--- src/rtl/mac_rx_dibit_wr.sv ---
// RMII receive front end: strips preamble/SFD and writes payload dibits into the rx FIFO.
// Optional per-frame byte counter output enabled by defining MAC_RX_BYTE_CNT_EN.
`timescale 1ns/1ps
module mac_rx_dibit_wr #(
  parameter int ADDR_SIZE  = 8,
  parameter int DATA_WIDTH = 2
) (
  input  logic                  Iclk,
  input  logic                  Irst_n,
  input  logic                  Icrs_dv,
  input  logic [DATA_WIDTH-1:0] Irxd,
  input  logic                  Ifull,
  output logic                  Owr_cs,
  output logic [ADDR_SIZE-1:0]  Owr_addr,
  output logic [DATA_WIDTH-1:0] Owr_data,
  output logic                  Oframe_start,
  output logic                  Oframe_end,
`ifdef MAC_RX_BYTE_CNT_EN
  output logic                  Oframe_err,
  output logic [15:0]           Obyte_cnt
`else
  output logic                  Oframe_err
`endif
);

  typedef enum logic [1:0] {
    ST_IDLE     = 2'd0,
    ST_PREAMBLE = 2'd1,
    ST_DATA     = 2'd2,
    ST_DROP     = 2'd3
  } state_t;

  state_t               r_state;
  state_t               w_state_nxt;
  logic                 r_armed;
  logic [ADDR_SIZE-1:0] r_wr_ptr;
  logic [1:0]           r_dcnt;
  logic                 r_started;
  logic                 w_wr;
  logic                 w_end;
  logic                 w_err;
  logic                 w_enter_data;
  logic                 w_first;

  // Next-state and per-cycle event decode
  always_comb begin
    w_state_nxt  = r_state;
    w_wr         = 1'b0;
    w_end        = 1'b0;
    w_err        = 1'b0;
    w_enter_data = 1'b0;
    case (r_state)
      ST_IDLE: begin
        // r_armed stays low after reset until the line has been seen idle once
        if (r_armed && Icrs_dv) begin
          if (Irxd == 2'b01) begin
            w_state_nxt = ST_PREAMBLE;
          end else begin
            w_state_nxt = ST_DROP;
          end
        end else begin
          w_state_nxt = ST_IDLE;
        end
      end
      ST_PREAMBLE: begin
        if (!Icrs_dv) begin
          w_state_nxt = ST_IDLE;
        end else if (Irxd == 2'b01) begin
          w_state_nxt = ST_PREAMBLE;
        end else if (Irxd == 2'b11) begin
          w_state_nxt  = ST_DATA;
          w_enter_data = 1'b1;
        end else begin
          w_state_nxt = ST_DROP;
        end
      end
      ST_DATA: begin
        if (!Icrs_dv) begin
          w_end       = 1'b1;
          w_err       = (r_dcnt != 2'd0);
          w_state_nxt = ST_IDLE;
        end else if (Ifull) begin
          w_state_nxt = ST_DROP;
        end else begin
          w_wr        = 1'b1;
          w_state_nxt = ST_DATA;
        end
      end
      ST_DROP: begin
        if (!Icrs_dv) begin
          w_end       = 1'b1;
          w_err       = 1'b1;
          w_state_nxt = ST_IDLE;
        end else begin
          w_state_nxt = ST_DROP;
        end
      end
      default: begin
        w_state_nxt = ST_IDLE;
      end
    endcase
    w_first = w_wr & ~r_started;
  end

  // State, pointer, dibit counter and registered outputs
  always_ff @(posedge Iclk or negedge Irst_n) begin
    if (!Irst_n) begin
      r_state      <= ST_IDLE;
      r_armed      <= 1'b0;
      r_wr_ptr     <= '0;
      r_dcnt       <= 2'd0;
      r_started    <= 1'b0;
      Owr_cs       <= 1'b0;
      Owr_addr     <= '0;
      Owr_data     <= '0;
      Oframe_start <= 1'b0;
      Oframe_end   <= 1'b0;
      Oframe_err   <= 1'b0;
    end else begin
      r_state <= w_state_nxt;
      if (!Icrs_dv) begin
        r_armed <= 1'b1;
      end else begin
        r_armed <= r_armed;
      end
      if (w_enter_data) begin
        r_dcnt    <= 2'd0;
        r_started <= 1'b0;
      end else if (w_wr) begin
        r_dcnt    <= r_dcnt + 2'd1;
        r_started <= 1'b1;
        r_wr_ptr  <= r_wr_ptr + 1'b1;
      end else begin
        r_dcnt    <= r_dcnt;
        r_started <= r_started;
      end
      if (w_wr) begin
        Owr_addr <= r_wr_ptr;
        Owr_data <= Irxd;
      end else begin
        Owr_addr <= Owr_addr;
        Owr_data <= Owr_data;
      end
      Owr_cs       <= w_wr;
      Oframe_start <= w_first;
      Oframe_end   <= w_end;
      Oframe_err   <= w_err;
    end
  end

`ifdef MAC_RX_BYTE_CNT_EN
  // Completed payload bytes of the current frame, saturating
  always_ff @(posedge Iclk or negedge Irst_n) begin
    if (!Irst_n) begin
      Obyte_cnt <= 16'd0;
    end else if (w_first) begin
      Obyte_cnt <= 16'd0;
    end else if (w_wr && (r_dcnt == 2'd3) && (Obyte_cnt != 16'hFFFF)) begin
      Obyte_cnt <= Obyte_cnt + 16'd1;
    end else begin
      Obyte_cnt <= Obyte_cnt;
    end
  end
`endif

endmodule

--- config.mk ---
export PLATFORM = sky130hd
export DESIGN_NAME = mac_rx_dibit_wr
export DESIGN_NICKNAME = d
export VERILOG_FILES = /design/src/rtl/mac_rx_dibit_wr.sv
export SDC_FILE = /design/constraint.sdc
export NUM_CORES = 1
export LEC_CHECK = 0
export ABC_CLOCK_PERIOD_IN_PS = 3600
export BUFFER_PORTS_ARGS = -buffer_cell sky130_fd_sc_hd__buf_4
export CELL_PAD_IN_SITES_DETAIL_PLACEMENT = 0
export CELL_PAD_IN_SITES_GLOBAL_PLACEMENT = 1
export CORE_UTILIZATION = 47
export DETAILED_ROUTE_END_ITERATION = 10
export MAX_ROUTING_LAYER = met4
export PLACE_DENSITY_LB_ADDON = 0.2
export SYNTH_ARGS = -nofsm -noshare
export SYNTH_HDL_FRONTEND = slang
export SYNTH_SLANG_ARGS = --single-unit
--- constraint.sdc ---
create_clock -name Iclk -period 3.6 [get_ports Iclk]
set_input_delay 0.36 -clock Iclk [delete_from_list [all_inputs] [get_ports Iclk]]
set_output_delay 0.36 -clock Iclk [all_outputs]
set_load 0.05 [all_outputs]
# Word level (Yosys, flattened, before mapping)

Index checks and enable logic that the tools add are counted.

Register bits after elaboration: 28
Input port bits: 6
Output and inout bits: 14
Logic and storage cells: 51

Add/sub/neg operators: 2
Reduce and logical (&&, ||, !) cells: 6
Muxes and demuxes: 24
Bitwise logic cells: 3
Equality and inequality tests: 5

Operators by type and width:

| cell                                          | number |
|---|---|
| two-way mux 2 bit                             | 8 |
| two-way mux 1 bit                             | 14 |
| adder 8 x 1 -> 8 bit, second input constant   | 1 |
| case mux 2 bit (4 select lines)               | 1 |
| == test 2 bit, second input constant          | 3 |
| == test 2 x 1 -> 1 bit, second input constant | 2 |
| nonzero test 2 bit                            | 2 |
| adder 2 x 1 -> 2 bit, second input constant   | 1 |
| logical NOT 2 bit                             | 1 |
| NOT 1 bit                                     | 2 |
| case mux 1 bit (2 select lines)               | 1 |
| AND reduction 2 bit                           | 1 |
| OR reduction 2 bit                            | 1 |
| AND 1 bit                                     | 1 |
| logical AND 1 bit                             | 1 |

# Longest topological paths before layout

Gate-level depths: netlist of run 1.

Word-level depth: 7
Depth in mapped cells: 5
Gate-level depth less buffers: 4

# Least setup slack after synthesis of run 1

OpenSTA, ideal clock, no wires.

Path type: register to register
From: reg r_state[0]
To: reg Owr_addr[0]
Library setup time: 0.125 ns
Path buffers: 2
Clock period less this slack: 1.326 ns
Arrival: 1.200 ns
Required time: 3.475 ns
Setup slack: 2.274 ns
Cell stages (with the launch flop): 5
Path through: dfrtp_1 > and4bb_1 > buf_6 > buf_12 > mux2_4

Cells in the longest elaborated chain, start to end: 2

Ends and longest elaborated chain:

| item                     | RTL line | source |
|---|---|---|
| start: declaration       | 33       | `state_t r_state;` |
| start signal: assignment | 120      | `r_state <= w_state_nxt;` |
| == test 2 bit            | 52       | `case (r_state)` |
| two-way mux 1 bit        | 52       |  |
| end signal: assignment   | 138      | `Owr_addr <= r_wr_ptr;` |
| end signal: assignment   | 141      | `Owr_addr <= Owr_addr;` |
| end: declaration         | 14       | `output logic [ADDR_SIZE-1:0] Owr_addr,` |

Every way passes these cells.
A chain may end at the register's enable or synchronous reset.

# Final worst setup path of run 1

From: reg r_state[0]
To: reg r_wr_ptr[1]

Cells in the longest elaborated chain, start to end: 4
Elaborated cells between the ends (all ways): 6
Classes of those cells: eq/ne: 2; mux: 2; bitwise: 1; reduce/logical: 1

Ends and longest elaborated chain:

| item                                   | RTL line | source |
|---|---|---|
| == test 2 x 1 -> 1 bit                 | 52       |  |
| two-way mux 1 bit                      | 52       |  |
| NOT 1 bit (no source line)             | n/a      |  |
| AND reduction 2 bit (no source line) * | n/a      |  |
| end signal: assignment                 | 132      | `r_wr_ptr <= r_wr_ptr + 1'b1;` |
| end: declaration                       | 36       | `logic [ADDR_SIZE-1:0] r_wr_ptr;` |

Every way passes the cells marked *; elsewhere a longest branch is shown, timed or not.

==> results by group, run 1 <==
Status
  – Status: complete, no violations

STA
  – Worst-Margin Slew: 1.06 ns
  – Final Hold Violating Endpoints: 0
  – Clock Skews: 0.0105 ns
  – Final Max Slew Viols: 0
  – Hold slack: around 0.27 ns
  – Crit share post-route: 0.546
  – Slew HR: 0.290
  – Finish-stage setup viols: 0
  – Tmin final: just under 2 ns
  – Setup TNS: 0 ns
  – Fmax: 509 MHz
  – RSZ-0062 raised after global routing: false

Power
  – P_leak: around 0.00067 uW
  – Worst vdd ir: 0.294 mV
  – Tot Pwr: 820 uW
  – Power density cells: slightly above 600 mW/mm^2

GRT
  – Initial antenna violation count: 0
  – Global-route wire length before repair: ~2.8 mm
  – Vias in the first global route: between 600 and 700
  – GRT Util Overall: 0.150
  – Remaining Overflow, GRT: 0
  – Largest net degree at the start of global routing: 29

Finish
  – Share of layout cells above drive strength 1: 0.333
  – Fin cells: 133
  – Commonest non-fill, non-tap cell in the layout: dfrtp_1
  – ANT cells: 0
  – Area grow syn2layout: 15.4%
  – Final nets: roughly 110
  – Final instance area: around 0.0014 sq mm
  – Most frequent cells in the layout: dfrtp_1, buf_4, mux2_4, xnor2_1, mux2_2

Drt
  – Pre-Repair DR Iteration Count: 4
  – Met2 routed WL: roughly 770 microns
  – Avg WL per Cell: between 10 and 15 microns
  – Wire length on met3: ~58 microns
  – Vias: between 600 and 700
  – Drt total wl: 1.64 mm
  – Max layer used: met4
  – WL met1: 807 microns
  – DRC viols: 0
  – DR iter-0 viols: 5
  – DRT antenna net count: 0
  – Vias per cell: approximately 5

Synthesis
  – Number of synthesized register bits: 28
  – Adder-Cell Fraction of Synth Area: 0.0212
  – Syn Nets: ~90
  – Largest family of logic cells by synthesized area: multiplexers
  – Avg Inst Size Synth: about 14 sq um
  – Post-synthesis simple-gate area fraction: 0.110
  – Multiplexer area fraction after synthesis: 0.137
  – Post-synthesis compound-gate area fraction: 0.0361
  – Seq/Total Area, Yosys: 0.594
  – Post-Synth XOR/XNOR Area: 0.0520
  – Post-synthesis instance area: approximately 0.0012 sq mm
  – Yosys warning total: 0
  – EDFF count, synth: 0
  – Syn Inst Count: 84
  – Fraction of registers with async set or reset after synthesis: 1.00
  – Ys flop type: dfrtp_1
  – Distinct cells, synth: 28

Clocking
  – Clk slew on worst S/H paths: approximately 0.15 ns
  – Clk_lat worst skew: around 0.32 ns
  – CTS max path bufs: 2
  – CTS buffer count: 3
  – # clock sinks: 28
  – Clock root cell: clkbuf_4
  – # Post-CTS Setup Buffers: 0
  – H-tree depth: 1
  – CTS tree: built

Place
  – DP Wirelength: ~1.1 mm
  – Port Buffer Count: 19
  – # placed instances: 128
  – Placed cell areas: approximately 0.0013 sq mm
  – Placer congestion estimate: about 0.73

Critical path
  – CP Launch Type: register
  – R2R depth: 2
  – R2R Setup Slk: 1.63 ns
  – CP Capture Type: register
  – Critical path class: register to register
  – Worst r2r dst: r_wr_ptr[1]
  – Slowest cell delay on critical path: 0.99 ns
  – Worst endpoint required time: ~3.8 ns
  – Crit path cell chain: and4bb_1 > mux2_2
  – Crit path buffers/inverters: 0
  – Slowest-stage cell, CP: and4bb_1
  – Worst-path fanout max: 25
  – Cell family with most CP delay: simple AND/OR/NAND/NOR gates
  – Reg2reg start: r_state[0]
  – Crit path arrival time: around 2.2 ns

Die
  – Ports: 20
  – Initial Utilization: 0.513
  – DIE AREA: ~0.0027 sq mm
  – DIE HEIGHT: about 52 microns
  – Num rows: 17
  – Die Width: 52.1 microns
  – Core ar.: 0.00230 sq mm

Min path
  – Worst hold path type: input pin to register
  – Worst hold path startpoint: Icrs_dv
  – Hold path endpoint: r_state[1]
  – WHS Path Cells: 2

Job
  – Max-cap violations: 0
-- layer usage --
metal / vias to the layer above / global-route usage
met1: 332 / 0.195
met4: 0 / 0.0676
met2: 15 / 0.226
met5: - / -
met3: 2 / 0.0263
li1: 326 / -
-- how the worst max path moves through the flow --
| stage | startpoint | endpoint | slack, ns | cells after the start |
|---|---|---|---|---|
| after floorplan | r_state[0] | Owr_addr[0] | 2.27 | 4 |
| after global placement | Ifull | Owr_addr[7] | 1.62 | 3 |
| after detailed placement | Ifull | r_wr_ptr[1] | 1.60 | 3 |
| after CTS | r_state[0] | r_wr_ptr[1] | 1.64 | 2 |
| after global routing | r_state[0] | r_wr_ptr[7] | 1.45 | 3 |
| final | r_state[0] | r_wr_ptr[1] | 1.63 | 2 |
-- sequential cells by signal, indices dropped and copies added, names as in the netlist --
register / count
Owr_addr: 8
r_wr_ptr: 8
Owr_data: 2
r_dcnt: 2
r_state: 2
Oframe_end: 1
Oframe_err: 1
Oframe_start: 1
Owr_cs: 1
r_armed: 1
r_started: 1
-- timing repair --
item | 4_1_cts | 5_1_grt
hold endpoints to repair | 28 | 0
hold buffers | 1 | 0
setup endpoints to repair | 0 | 0
resized for setup | 0 | 0
-- kinds of logic (layout without fill, tap and decap cells) --
group                      after synthesis  count (layout)
and+or+nand+nor                         22              22
AOI/OAI and AO/OA                        6               6
buffers and inverters                    7              28
muxes                                   12              12
adders and majority gates                2               2
DFF                                     28              28
xor gates and xnor gates                 7               7
-- area by class of cell --
cell class,count,area (sq um)
flip-flops and latches,28,701
inverters,4,15.0
well taps,28,35.0
multi-input cells,49,420
repair buffers,20,153
fillers,201,937
clock buffers,4,36.3
-- power by group --
| group | switching (uW) | internal, uW |
|---|---|---|
| registers | 45.3 | 373 |
| clock network | 87.7 | 61.8 |
| logic | 151 | 102 |
| total | 284 | 537 |
-- cells in the mapped netlist (2+ instances only) --
library cell | number | area [sq um]
and3_1 | 2 | 12.5
buf_6 | 2 | 22.5
dfrtp_1 | 28 | 701
ha_1 | 2 | 25.0
inv_1 | 4 | 15.0
mux2_2 | 5 | 56.3
mux2_4 | 7 | 105
nand2_1 | 4 | 15.0
nand3_1 | 3 | 15.0
nand4_1 | 2 | 12.5
nor2_1 | 3 | 11.3
xnor2_1 | 6 | 52.6
-- through the flow --
stage | util | setup WS (ns)
after CTS | 0.592 | 1.64
after global placement | 0.572 | 1.62
final | 0.592 | 1.63
after detailed placement | 0.572 | 1.60
after global routing | 0.592 | 1.45
after floorplan | - | 2.27
No activity file was read; power rests on OpenSTA's default activity.
==> inputs of run 2 (changes only) <==
ABC_CLOCK_PERIOD_IN_PS = 1800   (was 3600)
CORE_UTILIZATION = 39   (was 47)
clock period = 1.8 ns   (was 3.6 ns; I/O delays follow)
==> run 2 against run 1 <==
The flow now finishes with violations (design-rule violations). Sequential power rose by 100%. Total power increased by 110%. Hold slack lost 0.19 ns. Count of clock-buffer cells in the layout decreased by 1. Combinational power up 100%. Worst setup slack worse by 1.2 ns. Register-to-register slack lost 1.2 ns. Critical path depth grew 1. Utilization fell by 9.5 points. Wire length increased by 14%. Die area rose by 20%. Cell area up 2.6%. Critical path type unchanged. Critical endpoint is now Owr_addr[6].
==> results by group, run 2 (synthesized netlist as in run 1, its figures left out) <==
Place
  – DP Wirelength: roughly 1.3 mm
  – Port Buffer Count: 19
  – Placer congestion estimate: 0.730
  – Dpl ws: approximately 0.4 ns

Min path
  – Worst hold path startpoint: Icrs_dv
  – Hold path endpoint: r_state[1]
  – Worst hold path type: input pin to register
  – WHS Path Cells: 2

STA
  – Worst-Margin Slew: around 0.35 ns
  – Fmax: slightly above 700 MHz
  – Final Hold Violating Endpoints: 0
  – Final WS setup: between 0.3 and 0.4 ns
  – Setup TNS: 0 ns
  – Slew HR: 0.765
  – Crit share post-route: 0.781
  – RSZ-0062 raised after global routing: false
  – Tmin final: about 1.4 ns
  – Clock Skews: between 0.003 and 0.004 ns
  – Finish-stage setup viols: 0
  – Final Max Slew Viols: 0

Finish
  – ANT cells: 0
  – Final nets: 116
  – Regs by FF count: Owr_addr (8), r_wr_ptr (8)
  – Post-layout util: 0.497
  – Area grow syn2layout: 18.4%
  – Commonest non-fill, non-tap cell in the layout: dfrtp_1
  – Most frequent cells in the layout: dfrtp_1, buf_4, mux2_4, xnor2_1, mux2_2
  – Share of layout cells above drive strength 1: 0.346

Clocking
  – Clock root cell: clkbuf_4
  – Clk_lat worst skew: around 0.33 ns
  – Post-cts hold buffer count: 1
  – CTS tree: built
  – # Post-CTS Setup Buffers: 0
  – # resized after CTS: 0
  – # clock sinks: 28
  – Clk slew on worst S/H paths: 0.15 ns
  – CTS buffer count: 3
  – CTS max path bufs: 2
  – H-tree depth: 1

Die
  – Num rows: 19
  – Core ar.: 0.00281 sq mm
  – DIE HEIGHT: 57.0 microns
  – Die Width: ~57 microns
  – Ports: 20
  – Initial Utilization: 0.420
  – DIE AREA: 0.00325 sq mm

Critical path
  – Worst endpoint required time: ~2.0 ns
  – Critical path class: register to register
  – Crit path cell chain: and4bb_1 > buf_4 > mux2_4
  – Crit path arrival time: 1.64 ns
  – R2R depth: 3
  – CP Launch Type: register
  – CP Capture Type: register
  – Worst-path fanout max: 18
  – Worst r2r dst: Owr_addr[6]
  – Slowest cell delay on critical path: approximately 0.45 ns
  – R2R Setup Slk: ~0.39 ns
  – Slowest-stage cell, CP: dfrtp_1
  – Reg2reg start: r_state[0]

Power
  – Worst vdd ir: around 0.57 mV
  – Power density cells: around 1300 mW/mm^2
  – P_leak: ~0.00069 uW

Drt
  – DR iter-0 viols: 15
  – Vias: 695
  – Avg WL per Cell: roughly 14 microns
  – Drt total wl: between 1.5 and 2 mm
  – Pre-Repair DR Iteration Count: 7
  – DRC viols: 2
  – Vias per cell: a little over 5
  – DRT antenna net count: 0

GRT
  – GRT Util Overall: 0.141
  – Vias in the first global route: about 730
  – Remaining Overflow, GRT: 0
  – Largest net degree at the start of global routing: 29
  – Initial antenna violation count: 0
  – Global-route wire length before repair: around 3.4 mm

Status
  – Failing checks: design-rule violations
  – Status: complete, but fails checks

Job
  – Max-cap violations: 0
[run 2: cell types whose count changed in the layout (fill, tap and decap cells not counted), sizes merged]
cell	delta
buf	+2
clkbuf	-1
bufinv	+1
[run 2: worst max-delay path by stage]
stage | startpoint | to | slack (ns)
floorplan | r_state[0] | Owr_addr[0] | 0.47
global placement | r_state[0] | Owr_addr[6] | 0.45
detailed placement | r_state[0] | Owr_addr[6] | 0.40
CTS | r_state[0] | Owr_addr[6] | 0.39
global route | r_state[0] | Owr_addr[2] | 0.32
finish | r_state[0] | Owr_addr[6] | 0.39
[run 2: layout make-up]
cell class / instances / area (sq um)
clock buffers: 3 / 22.5
fillers: 274 / 1410
inverters: 4 / 15.0
flip-flops and latches: 28 / 701
multi-input cells: 49 / 420
well taps: 31 / 38.8
repair buffers: 22 / 168
clock inverters: 1 / 30.0
[run 2: stage by stage]
stage,instance area [sq um],power (uW),instances,hold slack [ns]
6_report,1400,1760,138,0.0834
3_3_place_gp,1330,1360,133,0.118
2_1_floorplan,1180,1200,84,-0.116
3_5_place_dp,1330,1360,133,0.120
4_1_cts,1400,1780,138,0.0723
5_1_grt,1400,1860,138,0.0664
[run 2: power breakdown]
group          switching [uW]  internal, uW  total [uW]
logic                     301           204         505
clock network             190           225         415
registers                92.3           745         838
[run 2: critical path: cells and delay by family, from the launching register on]
family                 cells  cell delay [ns]
multiplexers               1             0.32
buffers and inverters      1             0.25
flip-flops                 1             0.45
AND/OR/NAND/NOR            1             0.29
[run 2: metal layers]
metal,global-route usage,wire [microns]
met2,0.210,832
met1,0.180,922
met5,-,0
met3,0.0272,67
met4,0.0836,46
